<file path="config.mk">
export PLATFORM = sky130hd
export DESIGN_NAME = z_monitor_flat
export DESIGN_NICKNAME = d
export VERILOG_FILES = /design/src/rtl/z_monitor_pkg.sv /design/src/rtl/z_monitor_if.sv /design/src/rtl/z_monitor_trace.sv /design/src/rtl/z_monitor.sv /design/src/flat_wrapper.sv
export SDC_FILE = /design/constraint.sdc
export NUM_CORES = 1
export LEC_CHECK = 0
export ABC_AREA = 1
export CAP_MARGIN = 20
export CORE_AREA = 3 3 40 42
export CTS_BUF_LIST = sky130_fd_sc_hd__clkbuf_8
export DETAILED_ROUTE_END_ITERATION = 10
export DIE_AREA = 0 0 43 45
export GPL_ROUTABILITY_DRIVEN = 0
export GPL_TIMING_DRIVEN = 0
export PLACE_DENSITY = 0.66
export SLEW_MARGIN = 20
export SYNTH_ARGS = -nofsm -noshare
export SYNTH_HDL_FRONTEND = slang
export SYNTH_SLANG_ARGS = --single-unit
export TNS_END_PERCENT = 5
</file>
<file path="constraint.sdc">
create_clock -name clk -period 2.98 [get_ports clk]
set_input_delay 0.596 -clock clk [delete_from_list [all_inputs] [get_ports clk]]
set_output_delay 0.596 -clock clk [all_outputs]
set_load 0.005 [all_outputs]
</file>
<file path="src/rtl/z_monitor_pkg.sv">
// Shared types and defaults for the bounded safety-property observer.
// Holds the observer state encoding and the 2-bit stimulus type.
package z_monitor_pkg;

    typedef enum logic [1:0] {
        ST_IDLE = 2'd0,
        ST_RUN  = 2'd1,
        ST_PASS = 2'd2,
        ST_FAIL = 2'd3
    } state_t;

    localparam int MAX_DEPTH_DEF = 8;
    localparam int DEPTH_DEF     = 4;

    typedef logic [1:0] stim_t;

endpackage

</file>
<file path="src/rtl/z_monitor_if.sv">
// Observer bus: run control, observed circuit signals, verdict and trace read port.
// Master drives stimulus/requests; slave (the monitor) returns verdict and read data.
interface z_monitor_if #(
    parameter int CW = 3,
    parameter int IW = 2
);
    logic                  start;
    z_monitor_pkg::stim_t  add;
    logic                  z;
    logic                  busy;
    logic                  pass;
    logic                  fail;
    logic [CW-1:0]         fail_depth;
    logic                  rd_req;
    logic [IW-1:0]         rd_idx;
    logic                  rd_valid;
    z_monitor_pkg::stim_t  rd_data;

    modport master (
        output start, add, z, rd_req, rd_idx,
        input  busy, pass, fail, fail_depth, rd_valid, rd_data
    );

    modport slave (
        input  start, add, z, rd_req, rd_idx,
        output busy, pass, fail, fail_depth, rd_valid, rd_data
    );
endinterface

</file>
<file path="src/rtl/z_monitor_trace.sv">
// Stimulus trace shift buffer (entry 0 = newest) with registered read port, 1-cycle read latency.
// No backpressure: every request gets a response the next cycle; reads see pre-shift contents.
module z_monitor_trace
    import z_monitor_pkg::*;
#(
    parameter int DEPTH = DEPTH_DEF,
    parameter int IW    = 2
) (
    input  logic          clk,
    input  logic          reset,
    input  logic          shift,
    input  logic          clear,
    input  stim_t         din,
    input  logic          rd_req,
    input  logic [IW-1:0] rd_idx,
    output logic          rd_valid,
    output stim_t         rd_data
);

    stim_t trace_q [DEPTH];
    stim_t sel;

    always_ff @(posedge clk) begin
        if (reset || clear) begin
            for (int i = 0; i < DEPTH; i++) trace_q[i] <= '0;
        end else if (shift) begin
            trace_q[0] <= din;
            for (int i = 1; i < DEPTH; i++) trace_q[i] <= trace_q[i-1];
        end
    end

    // Indices at or beyond DEPTH match no entry and fall through to zero.
    always_comb begin
        sel = '0;
        for (int i = 0; i < DEPTH; i++) begin
            if (rd_idx == IW'(i)) sel = trace_q[i];
        end
    end

    always_ff @(posedge clk) begin
        if (reset) begin
            rd_valid <= 1'b0;
            rd_data  <= '0;
        end else begin
            rd_valid <= rd_req;
            rd_data  <= rd_req ? sel : '0;
        end
    end

endmodule

</file>
<file path="src/rtl/z_monitor.sv">
// Bounded observer: flags z within MAX_DEPTH cycles per run; verdict 1 cycle after sampling.
// No backpressure; trace storage only when Z_MONITOR_TRACE_EN is defined.
module z_monitor
    import z_monitor_pkg::*;
#(
    parameter int MAX_DEPTH = MAX_DEPTH_DEF,
    parameter int DEPTH     = DEPTH_DEF,
    parameter int CW        = (MAX_DEPTH > 1) ? $clog2(MAX_DEPTH) : 1,
    parameter int IW        = (DEPTH > 1) ? $clog2(DEPTH) : 1
) (
    input logic         clk,
    input logic         reset,
    z_monitor_if.slave  bus
);

    state_t        state_q, state_d;
    logic [CW-1:0] cnt_q, cnt_d;
    logic [CW-1:0] fd_q, fd_d;
    logic          shift;
    logic          clear;

    always_ff @(posedge clk) begin
        if (reset) begin
            state_q <= ST_IDLE;
            cnt_q   <= '0;
            fd_q    <= '0;
        end else begin
            state_q <= state_d;
            cnt_q   <= cnt_d;
            fd_q    <= fd_d;
        end
    end

    always_comb begin
        state_d = state_q;
        cnt_d   = cnt_q;
        fd_d    = fd_q;
        shift   = 1'b0;
        clear   = 1'b0;
        case (state_q)
            ST_RUN: begin
                shift = 1'b1;
                // A violation on the last bound cycle still counts as a failure.
                if (bus.z) begin
                    state_d = ST_FAIL;
                    fd_d    = cnt_q;
                end else if (cnt_q == CW'(MAX_DEPTH - 1)) begin
                    state_d = ST_PASS;
                end else begin
                    cnt_d = cnt_q + CW'(1);
                end
            end
            ST_IDLE, ST_PASS, ST_FAIL: begin
                if (bus.start) begin
                    state_d = ST_RUN;
                    cnt_d   = '0;
                    fd_d    = '0;
                    clear   = 1'b1;
                end
            end
            default: state_d = ST_IDLE;
        endcase
    end

    assign bus.busy       = (state_q == ST_RUN);
    assign bus.pass       = (state_q == ST_PASS);
    assign bus.fail       = (state_q == ST_FAIL);
    assign bus.fail_depth = fd_q;

`ifdef Z_MONITOR_TRACE_EN
    z_monitor_trace #(
        .DEPTH (DEPTH),
        .IW    (IW)
    ) u_trace (
        .clk      (clk),
        .reset    (reset),
        .shift    (shift),
        .clear    (clear),
        .din      (bus.add),
        .rd_req   (bus.rd_req),
        .rd_idx   (bus.rd_idx),
        .rd_valid (bus.rd_valid),
        .rd_data  (bus.rd_data)
    );
`else
    logic rd_valid_q;
    logic unused_ok;

    always_ff @(posedge clk) begin
        if (reset) rd_valid_q <= 1'b0;
        else       rd_valid_q <= bus.rd_req;
    end

    assign bus.rd_valid = rd_valid_q;
    assign bus.rd_data  = '0;
    assign unused_ok    = ^{bus.add, bus.rd_idx, shift, clear};
`endif

endmodule
</file>
<file path="src/flat_wrapper.sv">
// flat-port wrapper written by rule: the top's interface ports become plain ports
module z_monitor_flat import z_monitor_pkg::*;
#(
    parameter int MAX_DEPTH = MAX_DEPTH_DEF,
    parameter int DEPTH     = DEPTH_DEF,
    parameter int CW        = (MAX_DEPTH > 1) ? $clog2(MAX_DEPTH) : 1,
    parameter int IW        = (DEPTH > 1) ? $clog2(DEPTH) : 1
)
  (clk, reset, bus_start, bus_add, bus_z, bus_rd_req, bus_rd_idx, bus_busy, bus_pass, bus_fail, bus_fail_depth, bus_rd_valid, bus_rd_data);
  z_monitor_if #(.CW(CW), .IW(IW)) bus_i ();
  input logic clk;
  input logic reset;
  input wire logic [$bits(bus_i.start)-1:0] bus_start;
  input wire logic [$bits(bus_i.add)-1:0] bus_add;
  input wire logic [$bits(bus_i.z)-1:0] bus_z;
  input wire logic [$bits(bus_i.rd_req)-1:0] bus_rd_req;
  input wire logic [$bits(bus_i.rd_idx)-1:0] bus_rd_idx;
  output wire logic [$bits(bus_i.busy)-1:0] bus_busy;
  output wire logic [$bits(bus_i.pass)-1:0] bus_pass;
  output wire logic [$bits(bus_i.fail)-1:0] bus_fail;
  output wire logic [$bits(bus_i.fail_depth)-1:0] bus_fail_depth;
  output wire logic [$bits(bus_i.rd_valid)-1:0] bus_rd_valid;
  output wire logic [$bits(bus_i.rd_data)-1:0] bus_rd_data;
  assign bus_i.start = bus_start;
  assign bus_i.add = bus_add;
  assign bus_i.z = bus_z;
  assign bus_i.rd_req = bus_rd_req;
  assign bus_i.rd_idx = bus_rd_idx;
  assign bus_busy = bus_i.busy;
  assign bus_pass = bus_i.pass;
  assign bus_fail = bus_i.fail;
  assign bus_fail_depth = bus_i.fail_depth;
  assign bus_rd_valid = bus_i.rd_valid;
  assign bus_rd_data = bus_i.rd_data;
  z_monitor #(.MAX_DEPTH(MAX_DEPTH), .DEPTH(DEPTH), .CW(CW), .IW(IW)) u_core (.clk(clk), .reset(reset), .bus(bus_i));
endmodule
</file>
# == Word-level counts from Yosys, hierarchy flattened ==
# Index checks and enable logic that the tools add are counted.
# classes
n_addsub,1
n_eq_ne,9
muxes,10
reduce_logical,5
# op_table
op,count
$mux 3,4
$pmux 3 s2,2
$ne 2x2->1 const B,4
$mux 2,3
$eq 2x2->1 const B,2
$pmux 2 s2,1
$reduce_and 2->1,2
$add 3x1->3 const B,1
$eq 3x3->1 const B,1
$ne 3x2->1 const B,1
$reduce_and 3->1,1
$reduce_or 3->1,1
$eq 2x1->1 const B,1
$logic_not 2->1,1
# totals
regBits,9
input_bits,9
out_inout_bits,9
elab_cells,29

# == Longest topological paths before layout ==
# Gate-level depths: netlist (run 1).
# depth
ltp_word,4
ltp_mapped,8
depth_no_buf,8

# == Worst setup path after synthesis (run 1) ==
# OpenSTA, ideal clock, no wires.
# synth_timing
kind,input-to-reg
startpoint,input reset
endpoint,register u_core.cnt_q[0]
setup_ns,0.113
t_arrival_ns,1.073
t_required_ns,2.867
setup_slack_ns,1.795
stages,4
n_path_buf,1
path_cell_list,clkbuf_1 -> inv_1 -> nand2_1 -> nor2_1
# synth_rtl
item,line,source
from (decl),flat_wrapper.sv:12,input logic reset;
to (signal assigned),z_monitor.sv:29,cnt_q <= cnt_d;
to (decl),z_monitor.sv:17,"logic [CW-1:0] cnt_q, cnt_d;"

# == Worst setup path after layout (run 1) ==
# layout_timing
startpoint,register u_core.state_q[0]
endpoint,output bus_busy
# layout_via
elab_chain_cells,1
# layout_lines
item,line,source
from (decl),z_monitor.sv:16,"state_t state_q, state_d;"
from (signal assigned),z_monitor.sv:28,state_q <= state_d;
$eq 2x1->1,z_monitor.sv:65,assign bus.busy = (state_q == ST_RUN);
to (decl),flat_wrapper.sv:18,output wire logic [$bits(bus_i.busy)-1:0] bus_busy;
# Every way passes these cells.

==> impl_metrics.csv, run 1 <==
group,metric,value,unit
status,status,"finished clean",
sta,hold_violations,0,
pwr,p_leak,0.296,nW
pwr,power.total,0.310,mW
finish,design.final.nets,90,
placed_design,dp_cells,89,
clocking,clock_tree.htree_level_count,1,
synthesis,synth_top_cell_by_area,"dfxtp_1",
global_routing,via_count_of_the_first_global_routing_pass,387,
drt,avgViaCountPerCell,4.38,
setup_path,cp-start-kind,"flop",
floorplanning,initial_core_util,36.2,%
drt,drt_first_pass_iters,4,
sta,worst_hold_slack,484,ps
worst_hold_path,timing.hold.worst.start,"u_core.bus.fail_depth[1]",
setup_path,worstPathArrival,1380,ps
finish,antenna_cells,0,
sta,drv_slew,0,
finish,fill_cells,131,
drt,drt_iter0_drc,4,
finish,final_cells,93,
drt,route.vias.total,407,
job,max-cap-violations,0,
global_routing,maximum_number_of_pins_on_one_net_before_global_route_repair,10,
clocking,cts_made_buffers,3,
placed_design,post-place-ws,1250,ps
synthesis,ys_warn_count,0,
placed_design,place.detailed.hpwl,641,um
clocking,holdBufCountCts,0,
clocking,post_cts_resize_count,0,
floorplanning,design.die.area,1940,um2
drt,drtAntennaViolNets,0,
global_routing,grt_use_total,10.1,%
drt,avgRoutedWirePerCell,9.24,um
finish,post-route-cell-area,633,um2
sta,slew_headroom,65.3,%
pwr,power.density_cell_area,490,nW/um2
sta,max_freq,505,MHz
global_routing,grt_pass1_wl,1440,um
finish,final_layout_size_suffix_gt1_share,20.5,%
clocking,cts_tree,"yes",
sta,tns,0,ps
synthesis,post_synth.cell_area_avg,7.39,um2
clocking,post_cts.repair.setup_buffers,0,
finish,postLayoutCoreUtil,49.3,%
clocking,clk_root_buffer_cell,"clkbuf_8",
synthesis,netlist_top_cells_area,"dfxtp_1 39%, nand2_1 13%, a21oi_2 9.4%",
setup_path,critPathKind,"flop to output port",
setup_path,r2r-start,"u_core.cnt_q[0]",
synthesis,syn_inst,63,
setup_path,critical_path_peak_fanout,6,
placed_design,placed_cell_area,588,um2
floorplanning,die_width,43,um
floorplanning,core_area,1280,um2
global_routing,antenna_found_initial,0,
pwr,vdd_ir_drop_max,244,uV
sta,timing.final.crit_period,1980,ps
placed_design,place.port_buffers,10,
clocking,clk-insertion-delay-late,230,ps
finish,highest_count_cells_in_the_layout_ignoring_fill_and_taps,"16 x nand2_1, 10 x clkdlybuf4s50_1, 9 x inv_1, 9 x dfxtp_1, 6 x nor2_1",
sta,worst_slew_pin_slew,521,ps
global_routing,grt_remaining_overflow,0,
sta,rsz0062_at_grt,"false",
sta,final_critical_path_setup_slack,1000,ps
synthesis,number_of_storage_elements_in_the_synthesis_netlist,9,
sta,worst_clock_skew_on_the_final_layout,3.45,ps
sta,final.period_utilization,66.4,%
floorplanning,chip_height,45,um
synthesis,ys_types,17,
worst_hold_path,hold_path_class,"flop to flop",
floorplanning,ioPinCount,18,
setup_path,worst_setup_path_end_kind,"output port",
setup_path,startpoint,"u_core.state_q[0]",
setup_path,critPathRequiredTime,2380,ps
finish,flow.area_growth_from_synthesis,36.0,%
floorplanning,placement_rows,13,
clocking,cts_sinks,9,
synthesis,post_synth_instance_area,465,um2
finish,most_common_cell_after_layout_fill_and_taps_aside,"nand2_1",
clocking,clk_pin_slew,50,ps
drt,routed_wirelength,859,um
sta,finalSetupViolations,0,
clocking,cts-root-to-sink-buffers,2,
drt,drt_drc_violations_left,0,
synthesis,ys_seq_area_share,38.7,%
synthesis,synthDominantCellAreaShare,38.7,%
[metal layers]
layer,vias up,wire (um),GRT usage [%]
li1,220,-,-
met1,174,400,11.4
met3,2,56,2.39
met5,-,0,0
met2,11,395,16.8
met4,0,6,7.23
[power breakdown]
group | internal (mW) | switching [mW] | leakage (nW) | total, mW
Clock | 0.0898 | 0.0487 | 0.0269 | 0.138
Sequential | 0.125 | 0.00395 | 0.0733 | 0.129
Combinational | 0.0192 | 0.0234 | 0.195 | 0.0425
Total | 0.234 | 0.0761 | 0.296 | 0.310
[final cells by class]
cell class / instances / area [um2] / area share, %
plain buffers: 3 / 18.8 / 2.96
clock buffers: 3 / 41.3 / 6.52
clock inverters: 1 / 3.75 / 0.593
inverters: 10 / 38.8 / 6.13
multi-input cells: 42 / 231 / 36.6
flip-flops and latches: 9 / 180 / 28.5
well taps: 15 / 18.8 / 2.96
repair buffers: 10 / 100 / 15.8
[flip-flops by register name, summed over array words and instances (netlist names)]
register               count
u_core.cnt_q               3
u_core.state_q             2
u_core.bus.rd_valid        1
u_core.bus.fail_depth      3
[Yosys cell counts]
library cell   n
nor2_1         6
nand4_1        2
a21oi_1        1
nor2_4         1
buf_4          2
ha_1           2
clkbuf_1       1
nand2_4        1
inv_1          8
nand2_2        2
inv_2          1
dfxtp_1        9
nand3_1        4
clkinv_2       1
nand2_1       16
conb_1         1
a21oi_2        5
[worst max-delay path, stage by stage (launching register included)]
cell,delay [ps]
dfxtp_1,380
inv_2,60
nor2_4,170
clkdlybuf4s50_1,540
[cell families after synthesis]
logic type      count (synthesis)  share of synthesized area [%]
flops                           9                           38.7
fa+ha+maj                       2                           5.38
simple gates                   32                           32.3
buf+inv                        13                           12.4
other cells                     1                          0.806
compound gates                  6                           10.5
[worst paths after layout]
check                                                end  slack (ps)  depth (start not counted)
worst max-delay path                            bus_busy        1000                          3
worst min-delay path            u_core.bus.fail_depth[1]         480                          2
worst max register to register           u_core.cnt_q[1]        1690                          8
worst min register to register  u_core.bus.fail_depth[1]         480                          2
No activity file was read; power rests on OpenSTA's default activity.
==> run 2, diff against run 1 <==
==> constraint.sdc (replaced) <==
create_clock -name clk -period 2 [get_ports clk]
set_input_delay 0.4 -clock clk [delete_from_list [all_inputs] [get_ports clk]]
set_output_delay 0.4 -clock clk [all_outputs]
set_load 0.005 [all_outputs]
==> results of run 2 <==
The final DEF is identical to that of run 1. Status: finished clean.
Among the figures that moved: setup slack after placement 1250 ps -> 470 ps; setup slack after layout 1000 ps -> 216 ps; register-to-register setup slack 1690 ps -> 710 ps; total power 0.310 mW -> 0.462 mW; worst IR drop on VDD 244 uV -> 363 uV
